### config.mk
export PLATFORM = sky130hd
export DESIGN_NAME = fetch_mem_arbiter
export DESIGN_NICKNAME = d
export VERILOG_FILES = /design/src/rtl/fetch_mem_arbiter.sv
export SDC_FILE = /design/constraint.sdc
export NUM_CORES = 1
export LEC_CHECK = 0
export CAP_MARGIN = 20
export CORE_AREA = 2 2 105 107
export DETAILED_ROUTE_END_ITERATION = 6
export DIE_AREA = 0 0 107 109
export PLACE_DENSITY_LB_ADDON = 0.3
export SKIP_LAST_GASP = 1
export SLEW_MARGIN = 20
export SYNTH_ARGS = -nofsm -noshare
export SYNTH_HDL_FRONTEND = slang
export SYNTH_SLANG_ARGS = --single-unit
export TNS_END_PERCENT = 30
### constraint.sdc
create_clock -name CLK -period 2.8 [get_ports CLK]
set_input_delay 0.7 -clock CLK [delete_from_list [all_inputs] [get_ports CLK]]
set_output_delay 0.7 -clock CLK [all_outputs]
set_load 0.02 [all_outputs]
### src/rtl/fetch_mem_arbiter.sv
// fetch_mem_arbiter
//
// Arbitrates the single-ported RAM between the instruction-fetch requester
// (icache side) and the data requester (dcache side). A registered grant FSM
// (IDLE -> DGRANT/IGRANT -> IDLE) serialises transfers, with data given
// priority. Address, write data and enables are steered to the RAM from the
// granted requester. Load data and the wait/hit handshake go back to that
// requester. A wait output that is low for one cycle signals a hit.
//
// Optional feature (macro ARB_STARVE_GUARD_EN): a starvation counter forces
// an instruction grant after STARVE_LIMIT consecutive data transfers that
// completed while an instruction request was waiting.
//
// Ports:
//   CLK, nRST              clock; asynchronous active-low reset
//   iREN, iaddr            instruction read request and address
//   iload, iwait           instruction read data; stall (low = hit)
//   dREN, dWEN             data read / write request
//   daddr, dstore          data address and write value
//   dload, dwait           data read data; stall (low = hit)
//   ramREN, ramWEN         RAM read / write enables
//   ramaddr, ramstore      RAM address and write data
//   ramload                RAM read data
//   ramstate               RAM status: 0 FREE, 1 BUSY, 2 ACCESS, 3 ERROR
module fetch_mem_arbiter #(
  parameter int STARVE_LIMIT = 4,
  parameter int CNT_W        = 3
) (
  input  logic        CLK,
  input  logic        nRST,
  input  logic        iREN,
  input  logic [31:0] iaddr,
  output logic [31:0] iload,
  output logic        iwait,
  input  logic        dREN,
  input  logic        dWEN,
  input  logic [31:0] daddr,
  input  logic [31:0] dstore,
  output logic [31:0] dload,
  output logic        dwait,
  output logic        ramREN,
  output logic        ramWEN,
  output logic [31:0] ramaddr,
  output logic [31:0] ramstore,
  input  logic [31:0] ramload,
  input  logic [1:0]  ramstate
);

  localparam logic [1:0] IDLE   = 2'd0;
  localparam logic [1:0] DGRANT = 2'd1;
  localparam logic [1:0] IGRANT = 2'd2;

  localparam logic [1:0] RAM_ACCESS = 2'd2;

  // The counter must be able to hold STARVE_LIMIT.
  if ((2 ** CNT_W) <= STARVE_LIMIT) begin : g_cnt_w_too_narrow
    $error("fetch_mem_arbiter: CNT_W too narrow for STARVE_LIMIT");
  end

  logic [1:0] r_state;
  logic [1:0] w_next;
  logic       w_dreq;
  logic       w_access;
  logic       w_istarve;

  assign w_dreq   = dREN | dWEN;
  assign w_access = (ramstate == RAM_ACCESS);

`ifdef ARB_STARVE_GUARD_EN
  localparam logic [CNT_W-1:0] LIMIT = CNT_W'(STARVE_LIMIT);

  logic [CNT_W-1:0] r_starve_cnt;

  // Counts data transfers completed while a fetch waits. The counter clears
  // once the fetch is granted or withdrawn. It saturates at LIMIT so it
  // cannot wrap past the trigger value.
  always_ff @(posedge CLK or negedge nRST) begin
    if (!nRST) begin
      r_starve_cnt <= '0;
    end else if (!iREN || (r_state == IGRANT)) begin
      r_starve_cnt <= '0;
    end else if ((r_state == DGRANT) && w_dreq && w_access &&
                 (r_starve_cnt != LIMIT)) begin
      r_starve_cnt <= r_starve_cnt + 1'b1;
    end
  end

  assign w_istarve = iREN && (r_starve_cnt == LIMIT);
`else
  assign w_istarve = 1'b0;
`endif

  always_ff @(posedge CLK or negedge nRST) begin
    if (!nRST) begin
      r_state <= IDLE;
    end else begin
      r_state <= w_next;
    end
  end

  // A grant ends on a hit (ACCESS) or when its requester withdraws. An
  // arriving data request never preempts a fetch already granted.
  always_comb begin
    w_next = r_state;
    case (r_state)
      IDLE: begin
        if (w_dreq && !w_istarve) begin
          w_next = DGRANT;
        end else if (iREN) begin
          w_next = IGRANT;
        end
      end
      DGRANT: begin
        if (!w_dreq || w_access) begin
          w_next = IDLE;
        end
      end
      IGRANT: begin
        if (!iREN || w_access) begin
          w_next = IDLE;
        end
      end
      default: w_next = IDLE;
    endcase
  end

  // The enables follow the live request lines. An abort therefore drops them
  // in the same cycle. BUSY, FREE and ERROR simply hold the grant.
  always_comb begin
    ramREN   = 1'b0;
    ramWEN   = 1'b0;
    ramaddr  = '0;
    ramstore = '0;
    iload    = '0;
    dload    = '0;
    iwait    = 1'b1;
    dwait    = 1'b1;
    case (r_state)
      DGRANT: begin
        ramaddr  = daddr;
        ramstore = dstore;
        ramWEN   = dWEN;
        ramREN   = dREN & ~dWEN;
        dload    = ramload;
        dwait    = ~(w_dreq & w_access);
      end
      IGRANT: begin
        ramaddr = iaddr;
        ramREN  = iREN;
        iload   = ramload;
        iwait   = ~(iREN & w_access);
      end
      default: ;
    endcase
  end

endmodule
After elaboration in Yosys (flattened, before gate mapping)
Cells that the tools add are included.
{"block": "word_totals", "wordCells": 33, "output_inout_bits": 132, "ff_bits": 2, "inputBits": 135}
{"block": "classes", "reduce_logical": 6, "muxes": 13, "eq_ne": 6, "bitwise_logic": 7}
{"operator": "32-bit 2-to-1 mux", "n": 3}
{"operator": "32-bit case mux with 2 select lines", "n": 1}
{"operator": "2-bit 2-to-1 mux", "n": 4}
{"operator": "2-bit case mux with 3 select lines", "n": 1}
{"operator": "2-bit == test (second input constant)", "n": 2}
{"operator": "2-bit != test (second input constant)", "n": 2}
{"operator": "1-bit bitwise AND", "n": 3}
{"operator": "1-bit 2-to-1 mux", "n": 3}
{"operator": "3-bit != test (second input constant)", "n": 1}
{"operator": "1-bit inverter", "n": 3}
{"operator": "3-bit AND reduction", "n": 1}
{"operator": "2-bit by 1-bit == test with 1-bit output (second input constant)", "n": 1}
{"operator": "1-bit zero test", "n": 2}
{"operator": "2-bit zero test", "n": 1}
{"operator": "1-bit logical OR", "n": 2}
{"operator": "1-bit case mux with 2 select lines", "n": 1}
{"operator": "1-bit OR", "n": 1}

Depth between registers and ports, before layout
Gate-level depths: netlist (run 1).
{"block": "depth", "word_depth": 5, "mapped_depth": 7, "mapped_depth_nobuf": 6}

Worst setup path after synthesis (run 1)
OpenSTA, ideal clock, no wires.
{"block": "synth_timing", "path_kind": "flip-flop to output port", "start": "register r_state[1]", "end": "output port ramaddr[6]", "stages_incl_launch_ff": 7, "t_required_ns": 2.100, "slack_ns": 0.755, "arrival_ns": 1.345, "path_buffers": 2, "cell_sequence": "dfrtp_1 -> inv_1 -> ha_1 -> buf_2 -> buf_2 -> a22oi_1 -> nor2b_1"}
{"block": "synth_via", "elab_chain_len": 2, "word_cells_on_any_way": 3, "classes_between": "eq/ne (2); mux (1)"}
{"element": "from (decl)", "line_no": "60", "text": "logic [1:0] r_state;"}
{"element": "from (signal assigned)", "line_no": "97", "text": "r_state <= w_next;"}
{"element": "2-bit == test / 2-bit by 1-bit == test with 1-bit output (equally long branches)", "line_no": "138", "text": "case (r_state)"}
{"element": "32-bit case mux with 2 select lines *", "line_no": "138"}
{"element": "to (decl)", "line_no": "43", "text": "output logic [31:0] ramaddr,"}
Mark *: on every way between the ends. The rest lies on a longest branch, timed or not.

Worst setup path in the final report (run 1)
{"block": "layout_timing", "start": "input port ramstate[1]", "end": "output port iwait"}
{"block": "layout_via", "elab_chain_len": 4}
{"element": "from (decl)", "line_no": "46", "text": "input logic [1:0] ramstate"}
{"element": "2-bit == test", "line_no": "67", "text": "assign w_access = (ramstate == RAM_ACCESS);"}
{"element": "1-bit bitwise AND", "line_no": "151", "text": "iwait = ~(iREN & w_access);"}
{"element": "1-bit inverter", "line_no": "151"}
{"element": "1-bit 2-to-1 mux", "line_no": "138"}
{"element": "to (decl)", "line_no": "34", "text": "output logic iwait,"}
No other way between the ends.

==> flow_summary.yaml, run 1 <==
pwr:
  p_seq_frac: 0.017
  clkPwrFrac: 0.035
  p_total_mw: 3.144
  power.switching_mw: 1.490
  p_leak_nw: 1.771
  combPwrFrac: 0.947
  peakVddDrop_uv: 334.5
  switching_share: 0.4740
  p_int_mw: 1.654
  p_per_area_mw_per_mm2: 729.5
detailed_routing:
  drtPass1Iterations: 4
  wl_per_cell_um: 12.96
  drtIter0Drc: 99
  wl_um: 7842
  vias: 2445
  drc: 0
  via_per_inst: 4.041
  ant_nets: 0
floorplanning:
  dieWidth_um: 107
  io_pins: 267
  core_area_mm2: 0.01060
  rows: 38
  die-area_mm2: 0.01166
  start_util: 0.1270
  die_h_um: 109
clocking:
  insertion_delay_ns: 0.21
  cts_max_path_buffers: 2
  numCtsBuffers: 3
  cts_root_buf: "clkbuf_8"
  cts_tree: "built"
  ctsHtreeMaxLevel: 1
  clock-sinks: 2
  post_cts_buffers: 0
  path_clk_slew_ns: 0.03
cells_and_area:
  largest_registers: "r_state (2)"
  area_delta_synth_final_pct: 220.1
  post-route-util: 0.4064
  insertedDiodeCount: 0
  nNetsFinal: 606
  fillerInstances: 1051
  largest_reg_flops: 2
  regMostFlops: "r_state"
  drive_gt1_frac: 0.03656
global_routing:
  grt_pass1_vias: 2378
  grt_pass1_wl_um: 11550
  grt_overflow: 0
  antenna_found_initial: 0
  grt_max_degree: 63
  track_usage: 0.1222
worst_setup_path:
  crit_required_ns: 2.10
  startpoint_type: "primary input"
  critPathKind: "in -> out"
  path_max_fanout: 3
  worstSetupEndpointType: "output pin"
  crit_arrival_ns: 2.05
logic_synthesis:
  synthArstFlopShare: 1.000
  synth_top_area_share: 0.4554
  synth_flop_cell: "dfrtp_1"
  ys_types: 19
  syn_inst: 206
  synth_most_common_cell: "and2_1"
  ys_warn_count: 0
  yosys.area.top_type: "and2_1"
  yosys-top-cells-area: "and2_1, a22oi_1, nor2b_1, dfrtp_1, ha_1"
  yosysSeqAreaShare: 0.03717
  syn_area_mm2: 0.001346
  synth_edf_count: 0
  synthTopCellsByCount: "and2_1, nor2b_1, a22oi_1, clkbuf_1, buf_2"
  syn_nets: 345
  syn_area_per_cell_um2: 6.535
  synth_seq_cells: 2
sta:
  drv_slew: 0
  fmax_mhz: 363.8
  finalCriticalPeriod_ns: 2.749
  tightest_slew_ns: 0.3208
  slew_headroom: 0.7856
  setup_tns_ns: 0
  period_share: 0.9817
  setup_ws_ns: 0.05137
  whs_ns: 0.5944
  rsz0062_at_grt: "true"
  hold_viol: 0
  clock_skew_ns: 0.0001648
  finalSetupViolCount: 0
placed_design:
  port-buffer-count: 266
  hpwl_um: 6628
  gp_congestion: 0.7523
  pre_cts_slack_ns: -0.1177
outcome:
  status: "complete, no violations"
min_path:
  hold_class: "reg -> reg"
job:
  maxCapViolations: 0
[worst paths after layout]
check	from	endpoint	slack, ns	depth (start not counted)
max in group asynchronous	nRST	r_state[1]$_DFFE_PN0P_	2.03	1
max reg2reg	r_state[0]$_DFFE_PN0P_	r_state[1]$_DFFE_PN0P_	1.14	8
min reg2reg	r_state[0]$_DFFE_PN0P_	r_state[0]$_DFFE_PN0P_	0.59	2
min	r_state[0]$_DFFE_PN0P_	r_state[0]$_DFFE_PN0P_	0.59	2
max	ramstate[1]	iwait	0.05	4
min in group asynchronous	nRST	r_state[0]$_DFFE_PN0P_	0.66	1
[power by group through the flow]
| stage | Combinational, mW | Sequential, mW | Clock [mW] |
|---|---|---|---|
| floorplan | 1.56 | 0.0500 | 0 |
| global placement | 3.01 | 0.0523 | 0 |
| detailed placement | 3.03 | 0.0521 | 0 |
| CTS | 3.04 | 0.0518 | 0.115 |
| global route | 3.20 | 0.0560 | 0.120 |
| finish | 2.98 | 0.0539 | 0.112 |
[layout by cell type, fill, tap and decap left out]
cell type / instances
and2b_1: 1
inv_1: 2
and2_1: 98
nand3_1: 1
ha_1: 2
nand2_1: 2
a22oi_1: 32
o21ai_1: 1
dlymetal6s2s_1: 14
o211ai_1: 1
buf_12: 4
dlygate4sd2_1: 1
a21oi_2: 1
ha_2: 1
clkdlybuf4s50_1: 251
buf_4: 7
nor3b_1: 1
clkbuf_8: 3
dfrtp_1: 2
ha_4: 1
o21ai_0: 5
nor2b_1: 33
o21a_1: 1
[worst max-delay path, stage by stage]
cell,delay (ns)
clkdlybuf4s50_1,0.45
nor2b_1,0.24
nand3_1,0.11
clkdlybuf4s50_1,0.56
[through the flow]
step / instances / cell area [um2]
3_5_place_dp: 602 / 4224
2_1_floorplan: 206 / 1346
4_1_cts: 605 / 4264
3_3_place_gp: 602 / 4224
5_1_grt: 605 / 4309
6_report: 605 / 4309
[kinds of logic (layout without fill, tap and decap cells)]
kind of cell | Yosys count | count (layout) | synth area share
simple gates | 136 | 136 | 0.6292
buf+inv | 23 | 282 | 0.07807
fa+ha+maj | 4 | 4 | 0.03718
compound gates | 41 | 41 | 0.2184
flops | 2 | 2 | 0.03718
[layer usage]
layer | GRT usage | vias up | wire (um)
li1 | - | 1196 | -
met1 | 0.1183 | 1095 | 2718
met2 | 0.2466 | 150 | 4202
met3 | 0.05140 | 4 | 895
met4 | 0.01391 | 0 | 26
met5 | 0 | - | 0
[final cells by class]
| type | instances | area, um2 | area share |
|---|---|---|---|
| Timing Repair Buffer | 277 | 2829 | 0.6565 |
| Tap cell | 140 | 175.2 | 0.04065 |
| Clock buffer | 3 | 41.29 | 0.009582 |
| Sequential cell | 2 | 50.05 | 0.01161 |
| Inverter | 2 | 7.507 | 0.001742 |
| Multi-Input combinational cell | 181 | 1206 | 0.2799 |
[what timing repair did]
item,4_1_cts,5_1_grt
hold buffers,0,0
gates resized for setup,1,15
pin swaps,0,0
endpoints found under the setup margin,6,49
No activity file was read; power rests on OpenSTA's default activity.
==> run 2: changes to the inputs <==
--- a/config.mk
+++ b/config.mk
@@ -6,10 +6,12 @@
 export NUM_CORES = 1
 export LEC_CHECK = 0
 export CAP_MARGIN = 20
-export CORE_AREA = 2 2 105 107
+export CORE_AREA = 2 2 103 105
 export DETAILED_ROUTE_END_ITERATION = 6
-export DIE_AREA = 0 0 107 109
+export DIE_AREA = 0 0 105 107
+export DONT_BUFFER_PORTS = 1
 export PLACE_DENSITY_LB_ADDON = 0.3
+export SETUP_SLACK_MARGIN = 0.02
 export SKIP_LAST_GASP = 1
 export SLEW_MARGIN = 20
 export SYNTH_ARGS = -nofsm -noshare
==> flow_summary.yaml, run 2 (synthesized netlist as in run 1, its figures left out) <==
detailed_routing:
  vias: 1524
  drtIter0Drc: 37
  wl_met3_um: 633
  wl_per_cell_um: 15.32
  ant_nets: 0
  drc: 0
  top_layer: "met4"
  wl_met2_um: 2757
  wirelength_met1_um: 1865
  via_per_inst: 4.354
  drtPass1Iterations: 4
  wl_um: 5362
sta:
  clock_skew_ns: 0.0007250
  finalSetupViolCount: 0
  fmax_mhz: 413.8
  rsz0062_at_grt: "false"
  finalCriticalPeriod_ns: 2.416
  setup_tns_ns: 0
  period_share: 0.8630
  hold_viol: 0
  whs_ns: 0.1897
  drv_slew: 0
  slew_headroom: 0.6826
  tightest_slew_ns: 0.4740
clocking:
  ctsHtreeMaxLevel: 1
  insertion_delay_ns: 0.21
  cts_tree: "built"
  clock-sinks: 2
  cts_root_buf: "clkbuf_8"
  post_cts_buffers: 0
  numCtsBuffers: 3
  cts_resized: 0
  path_clk_slew_ns: 0.03
  cts_max_path_buffers: 2
  cts_hold_buf: 0
placed_design:
  gp_congestion: 0.7517
  hpwl_um: 4530
  port-buffer-count: 0
worst_setup_path:
  critical-path-top-delay-family: "buffers and inverters"
  max_stage_delay_ns: 0.37
  startpoint_type: "flip-flop"
  critPathSlowestCell: "dfrtp_1"
  crit_chain: "inv_1 -> ha_2 -> buf_12 -> a22oi_1 -> nor2b_1"
  critPathKind: "reg -> out"
  worstSetupEndpointType: "output pin"
  crit_required_ns: 2.10
  crit_arrival_ns: 1.72
  path_max_fanout: 98
  critical_path_buf_inv_count: 2
floorplanning:
  die-area_mm2: 0.01124
  start_util: 0.1334
  core_area_mm2: 0.01009
  rows: 37
  die_h_um: 107
  io_pins: 267
  dieWidth_um: 105
cells_and_area:
  layout_commonest_cell: "and2_1"
  largest_reg_flops: 2
  largest_registers: "r_state (2)"
  area_delta_synth_final_pct: 23.88
  mostFrequentLayoutCells: "and2_1, nor2b_1, a22oi_1, buf_4, o21ai_0"
  final-seq-area_um2: 50.05
  regMostFlops: "r_state"
  multi_input_area_mm2: 0.001196
  nNetsFinal: 354
  fillerInstances: 1159
  drive_gt1_frac: 0.1455
min_path:
  hold_class: "in -> async"
pwr:
  p_per_area_mw_per_mm2: 1219
  peakVddDrop_uv: 327.7
  p_leak_nw: 0.6208
  p_total_mw: 2.033
global_routing:
  antenna_found_initial: 1
  grt_pass1_vias: 1303
  grt_overflow: 0
  track_usage: 0.07795
  grt_pass1_wl_um: 6775
  grt_max_degree: 99
outcome:
  status: "complete, no violations"
job:
  maxCapViolations: 0
==> run 2: cell types whose count changed in the layout (fill, tap and decap cells not counted) <==
cell,before,now
clkdlybuf4s50_1,251,0
buf_4,7,24
dlymetal6s2s_1,14,0
buf_12,4,1
diode_2,0,1
dlygate4sd2_1,1,0
ha_2,1,2
ha_4,1,0
==> run 2: final cells by class <==
class                   instances  share of cell area
inverters                       2            0.004501
well taps                     136              0.1020
clock buffers                   3             0.02476
diodes                          1            0.001500
flip-flops and latches          2             0.03001
multi-input cells             181              0.7172
repair buffers                 25              0.1200
==> run 2: metal layers <==
metal  up-vias  GRT usage
met4         0    0.03429
li1        689          -
met2       160     0.1484
met3         6    0.02796
met5         -          0
met1       669    0.07521
==> run 2: path summary, 6_finish.rpt <==
| kind | depth (start not counted) | from | slack, ns | to |
|---|---|---|---|---|
| worst max register to register | 7 | r_state[0]$_DFFE_PN0P_ | 1.14 | r_state[1]$_DFFE_PN0P_ |
| worst min register to register | 2 | r_state[0]$_DFFE_PN0P_ | 0.61 | r_state[0]$_DFFE_PN0P_ |
| max in group asynchronous | 0 | nRST | 2.54 | r_state[1]$_DFFE_PN0P_ |
| worst min-delay path | 0 | nRST | 0.19 | r_state[0]$_DFFE_PN0P_ |
| worst max-delay path | 5 | r_state[1]$_DFFE_PN0P_ | 0.38 | ramaddr[15] |
| min in group CLK | 2 | r_state[0]$_DFFE_PN0P_ | 0.61 | r_state[0]$_DFFE_PN0P_ |
==> run 2: power by group <==
group	leakage (nW)	internal, mW	total, mW	switching, mW
Clock	0.0216	0.0907	0.111	0.0206
Combinational	0.574	0.600	1.87	1.27
Sequential	0.0253	0.0420	0.0516	0.00959
==> run 2: through the flow <==
stage | cell area (um2) | util | setup slack (ns) | instances
global route | 1668 | 0.1653 | 0.2512 | 350
finish | 1668 | 0.1653 | 0.3836 | 350
detailed placement | 1624 | 0.1609 | 0.6001 | 346
floorplan | 1346 | - | 0.7552 | 206
global placement | 1624 | 0.1609 | 0.6211 | 346
CTS | 1665 | 0.1650 | 0.3744 | 349
==> run 3: changes to the inputs <==
--- a/config.mk
+++ b/config.mk
@@ -12,7 +12,6 @@
 export DONT_BUFFER_PORTS = 1
 export PLACE_DENSITY_LB_ADDON = 0.3
 export SETUP_SLACK_MARGIN = 0.02
-export SKIP_LAST_GASP = 1
 export SLEW_MARGIN = 20
 export SYNTH_ARGS = -nofsm -noshare
 export SYNTH_HDL_FRONTEND = slang
==> results of run 3 <==
No change in the layout: final DEF, timing and power equal those of run 2.
